File: config.mk
export PLATFORM = sky130hd
export DESIGN_NAME = hazard_scoreboard
export DESIGN_NICKNAME = d
export VERILOG_FILES = /design/src/rtl/hazard_scoreboard.sv
export SDC_FILE = /design/constraint.sdc
export NUM_CORES = 1
export LEC_CHECK = 0
export ABC_CLOCK_PERIOD_IN_PS = 3200
export CAP_MARGIN = 25
export CORE_MARGIN = 8
export CORE_UTILIZATION = 40
export CTS_CLUSTER_DIAMETER = 80
export DETAILED_ROUTE_END_ITERATION = 10
export GPL_TIMING_DRIVEN = 0
export PLACE_DENSITY_LB_ADDON = 0.08
export SYNTH_ARGS = -nofsm -noshare
export SYNTH_HDL_FRONTEND = slang
export SYNTH_SLANG_ARGS = --single-unit
File: constraint.sdc
create_clock -name clk -period 3.2 [get_ports clk]
set_clock_uncertainty 0.05 [all_clocks]
set_input_delay 0.48 -clock clk [delete_from_list [all_inputs] [get_ports clk]]
set_output_delay 0.48 -clock clk [all_outputs]
set_load 0.05 [all_outputs]
File: src/rtl/hazard_scoreboard.sv
// hazard_scoreboard: tracks in-flight writers per stage to drive D-stage stall and operand forward selects.
module hazard_scoreboard #(
  parameter int DEPTH   = 3,
  parameter int TNEW_W  = 2,
  parameter int MDU_LAT = 5,
  parameter int SEL_W   = 2
) (
  input  logic              clk,
  input  logic              reset,
  input  logic              flush,
  input  logic              issue_valid,
  input  logic [4:0]        issue_rd,
  input  logic [TNEW_W-1:0] issue_tnew,
  input  logic              issue_md_start,
  input  logic              issue_md_use,
  input  logic              issue_epc_wr,
  input  logic              issue_eret,
  input  logic [4:0]        rs,
  input  logic [4:0]        rt,
  input  logic [TNEW_W-1:0] tuse_rs,
  input  logic [TNEW_W-1:0] tuse_rt,
  output logic              stall,
  output logic [SEL_W-1:0]  fwd_rs_sel,
  output logic [SEL_W-1:0]  fwd_rt_sel,
  output logic              md_busy
);
  localparam int CW = $clog2(MDU_LAT + 1);
  logic [DEPTH-1:0] valid_q, valid_d, epc_q, epc_d, md_q, md_d;
  logic [DEPTH-1:0][4:0] rd_q, rd_d;
  logic [DEPTH-1:0][TNEW_W-1:0] tnew_q, tnew_d;
  logic [CW-1:0] cnt_q, cnt_d;
  logic [TNEW_W-1:0] mt_rs, mt_rt;
  logic hit_rs, hit_rt, any_epc, stall_rs, stall_rt, stall_md, stall_eret, accept;
  assign md_busy = cnt_q != '0;
  // Walk oldest to youngest so the youngest match overwrites older ones.
  always_comb begin
    fwd_rs_sel = '0;
    fwd_rt_sel = '0;
    hit_rs = 1'b0;
    hit_rt = 1'b0;
    mt_rs = '0;
    mt_rt = '0;
    any_epc = 1'b0;
    for (int k = DEPTH - 1; k >= 0; k--) begin
      if (valid_q[k] && rd_q[k] != 5'd0 && rd_q[k] == rs) begin
        hit_rs = 1'b1;
        mt_rs = tnew_q[k];
        fwd_rs_sel = SEL_W'(k + 1);
      end
      if (valid_q[k] && rd_q[k] != 5'd0 && rd_q[k] == rt) begin
        hit_rt = 1'b1;
        mt_rt = tnew_q[k];
        fwd_rt_sel = SEL_W'(k + 1);
      end
      any_epc = any_epc | (valid_q[k] & epc_q[k]);
    end
    stall_rs = hit_rs && mt_rs > tuse_rs;
    stall_rt = hit_rt && mt_rt > tuse_rt;
    stall_md = issue_md_use && (md_busy || (valid_q[0] && md_q[0]));
    stall_eret = issue_eret && any_epc;
    stall = issue_valid && (stall_rs || stall_rt || stall_md || stall_eret);
  end
  always_comb begin
    accept = issue_valid && !stall && !flush;
    valid_d[0] = accept;
    rd_d[0] = accept ? issue_rd : '0;
    tnew_d[0] = accept ? issue_tnew : '0;
    epc_d[0] = accept & issue_epc_wr;
    md_d[0] = accept & issue_md_start;
    for (int k = 1; k < DEPTH; k++) begin
      valid_d[k] = valid_q[k-1];
      rd_d[k] = rd_q[k-1];
      tnew_d[k] = tnew_q[k-1] - TNEW_W'(tnew_q[k-1] != '0);
      epc_d[k] = epc_q[k-1];
      md_d[k] = md_q[k-1];
    end
    if (flush) begin
      valid_d = '0;
      rd_d = '0;
      tnew_d = '0;
      epc_d = '0;
      md_d = '0;
    end
    // The MDU starts counting once the mult/div has reached E.
    cnt_d = flush ? '0 : (valid_q[0] && md_q[0]) ? CW'(MDU_LAT) : cnt_q - CW'(md_busy);
  end
  always_ff @(posedge clk or negedge reset) begin
    if (!reset) begin
      valid_q <= '0;
      rd_q <= '0;
      tnew_q <= '0;
      epc_q <= '0;
      md_q <= '0;
      cnt_q <= '0;
    end else begin
      valid_q <= valid_d;
      rd_q <= rd_d;
      tnew_q <= tnew_d;
      epc_q <= epc_d;
      md_q <= md_d;
      cnt_q <= cnt_d;
    end
  end
endmodule

==> flow_summary.json <==
{
  "run_status": "complete, but fails checks",
  "violations": "negative setup slack",
  "numCtsBuffers": 5,
  "cp_top_family": "simple AND/OR/NAND/NOR gates",
  "path_max_fanout": 3,
  "portBuffers": 34,
  "cp.buffers_inverters": 2,
  "clkSlewWorstSetupHoldPaths_ns": 0.06,
  "p_sw_mw": 0.341,
  "clockPowerShare_pct": 26.9,
  "criticalPathCategory": "flop to output port",
  "rows": 24,
  "synth.distinct_cells": 40,
  "use_met2_pct": 22.4,
  "path_cells": "or4_4, nor2_4, buf_6, or3_4, mux2i_1, o21ai_1, ha_1, a21oi_2, a21oi_1, o31a_1, o31a_1, buf_6",
  "diodes": 0,
  "cts_num_sinks": 31,
  "grt-ovfl-total": 0,
  "finalCritPeriodShare_pct": 110,
  "use_met3_pct": 2.90,
  "die_x_um": 84.2,
  "p_comb_share_pct": 30.7,
  "final.setup.tns_ns": -0.318,
  "die_area_um2": 7080,
  "placed_cells": 267,
  "cts_root_buf": "clkbuf_8",
  "min_period_ns": 3.52,
  "setup_viol": 1,
  "yosysSeqAreaShare_pct": 41.8,
  "syn_to_final_growth_pct": 33.9,
  "nets": 266,
  "holdWs_ns": 0.414,
  "power.density_nw_per_um2": 428,
  "drt-total-wl_um": 4430,
  "avgViaCountPerCell": 5.26,
  "grt_use_total_pct": 12.8,
  "slowest_delay_ns": 0.53,
  "ir_worst_vdd_mv": 0.294,
  "drc": 0,
  "hold_path_class": "flop to flop",
  "p_seq_share_pct": 42.3,
  "grt_max_degree": 23,
  "cts_tree": "yes",
  "cp_slowest_cell": "or4_4",
  "slew_viol_final": 0,
  "required_ns": 2.67,
  "grt_pass1_vias": 1585,
  "grt-busiest-layer": "met2",
  "syn_avg_cell_area_um2": 10.3,
  "htreeDepth": 2,
  "cts_buffer_depth": 2,
  "critPathLaunchType": "flop",
  "synth_warnings": 0,
  "avgRoutedWirePerCell_um": 15.6,
  "place_congestion": 0.851,
  "ant_nets": 0,
  "dp_slack_ns": -1.19,
  "grt_setup_unrepaired": "true",
  "post_dp_cell_area_um2": 2290,
  "drtIter0Drc": 57,
  "core_um2": 4410,
  "hpwl_um": 3600,
  "cellLeakagePower_nw": 1.10,
  "timing_hold_violations_final": 0,
  "insertion_delay_ns": 0.28,
  "drv_cap": 0,
  "synth_seq_cells": 31,
  "final_area_um2": 2490,
  "setup.worst_path.end_class": "output port",
  "clock.fmax_ghz": 0.284,
  "internal_power_mw": 0.725,
  "synthesis.area_um2": 1860,
  "die_h_um": 84.2,
  "first_pass_iters": 4,
  "initial_core_util_pct": 42.1,
  "ios": 35,
  "gr-usage-met1_pct": 15.3,
  "syn_nets": 215,
  "setup_slack_ns": -0.318,
  "worst_slew_pin_slew_ns": 0.648,
  "cp.arrival_ns": 2.99,
  "relSlewSlack_pct": 56.8,
  "drive_above_1_share_pct": 19.0,
  "num_vias": 1494,
  "grt_antenna_before_repair": 0,
  "stdcell_count": 284,
  "swShare_pct": 32.0,
  "grt_pass1_wl_um": 7550,
  "syn_inst": 180
}
[state kept, by name (all words and copies together), names as in the netlist]
signal	cells
rd_q	15
epc_q	3
tnew_q	6
valid_q	3
md_q	1
cnt_q	3
[cells in the mapped netlist, drive strengths merged]
| cell | count | share of area (%) |
|---|---|---|
| nor2b | 16 | 5.4 |
| or2b | 1 | 0.40 |
| a21boi | 1 | 0.40 |
| and3b | 2 | 0.94 |
| nand2b | 1 | 0.34 |
| xor2 | 4 | 1.9 |
| clkbuf | 3 | 0.61 |
| nor3b | 2 | 0.81 |
| ha | 6 | 4.0 |
| nand3 | 2 | 0.54 |
| nor4b | 4 | 2.2 |
| o21ai | 5 | 1.5 |
| or4 | 4 | 1.6 |
| nand2 | 17 | 3.4 |
| mux2i | 3 | 1.6 |
| o31ai | 1 | 0.40 |
| nand4 | 4 | 1.3 |
| and3 | 1 | 0.34 |
| a211oi | 1 | 0.40 |
| and2 | 1 | 0.34 |
| buf | 4 | 1.3 |
| a21o | 1 | 0.40 |
| dfrtp | 31 | 42 |
| a21oi | 5 | 1.3 |
| nor2 | 5 | 1.3 |
| nor4 | 10 | 6.7 |
| inv | 6 | 1.2 |
| mux2 | 1 | 0.61 |
| xnor2 | 27 | 13 |
| or3 | 4 | 1.3 |
| a222oi | 1 | 0.54 |
| a31oi | 1 | 0.34 |
| o31a | 2 | 0.94 |
| nor3 | 3 | 0.81 |
[per-stage QoR]
step	utilization (%)	power (mW)
global route	56.4	1.12
floorplan	-	0.646
detailed placement	51.9	0.770
CTS	55.8	1.07
global placement	51.3	0.743
finish	56.4	1.07
[final timing paths]
path | from | endpoint | slack [ns] | cells after the start
min in group asynchronous | reset | rd_q[1]$_DFF_PN0_ | 0.50 | 1
worst max-delay path | rd_q[7]$_DFF_PN0_ | stall | -0.32 | 12
worst min-delay path | md_q[0]$_DFF_PN0_ | cnt_q[1]$_DFF_PN0_ | 0.41 | 1
worst max register to register | rd_q[7]$_DFF_PN0_ | rd_q[2]$_DFF_PN0_ | 0.21 | 12
worst min register to register | md_q[0]$_DFF_PN0_ | cnt_q[1]$_DFF_PN0_ | 0.41 | 1
max in group asynchronous | reset | cnt_q[1]$_DFF_PN0_ | 2.12 | 2
[layer usage]
layer | routed length, um | share of wire, %
met5 | 0 | 0
met3 | 159 | 3.6
met4 | 27 | 0.61
met1 | 1960 | 44
met2 | 2290 | 52
[power groups by stage]
stage                     clock, mW  sequential [mW]  combinational (mW)
after floorplan                   0            0.449               0.197
after global placement            0            0.458               0.285
after detailed placement          0            0.460               0.310
after CTS                     0.291            0.451               0.325
after global routing          0.312            0.454               0.355
final                         0.287            0.451               0.328
[worst reg2reg max path: cells and delay by family, from the launching register on]
kind	cells	cell delay [ns]
AO/OA/AOI/OAI	2	0.31
adder cells (fa/ha/maj)	1	0.25
buffers and inverters	2	0.44
flip-flops	1	0.42
multiplexers	2	0.44
AND/OR/NAND/NOR	5	0.93
[cells in the final DEF, fill, tap and decap left out, drive strengths merged, types with 2 or more instances in the layout]
cell type and count:
xnor2 27, nor3 3, inv 6, clkinv 3, nand4 4, nor4 10, dlygate4sd2 9, o31a 2
clkdlybuf4s50 22, xor2 4, clkbuf 8, buf 15, ha 6, nor3b 2, mux2i 3, or3 4
nand3 2, dfrtp 31, or4 4, and3b 2, a21oi 5, o21ai 5, nor2b 16, nor4b 4
nand2 17, nor2 5
[final cells by class]
cell class                      count  area (um2)
Tap cell                           52        65.1
Fill cell                         379        1930
Sequential cell                    31         777
Clock inverter                      3        15.0
Inverter                            6        22.5
Buffer                              7        42.5
Timing Repair Buffer               44         433
Clock buffer                        5        68.8
Multi-Input combinational cell    136        1060
[cells by family (layout without fill, tap and decap cells)]
logic type,Yosys count,count (layout),synth area share (%)
AO/OA/AOI/OAI,18,18,6.33
multiplexers,4,4,2.22
flip-flops,31,31,41.8
adder cells (fa/ha/maj),6,6,4.04
buffers and inverters,13,65,3.16
XOR/XNOR,31,31,14.6
AND/OR/NAND/NOR,77,77,27.9
[timing repair]
| action | in CTS | in global routing |
|---|---|---|
| pin swaps | 10 | 8 |
| resized for setup | 27 | 5 |
| hold buffers | 0 | 0 |
| setup endpoints to repair | 15 | 2 |
| buffers inserted | 8 | 1 |
No activity file was read; power rests on OpenSTA's default activity.
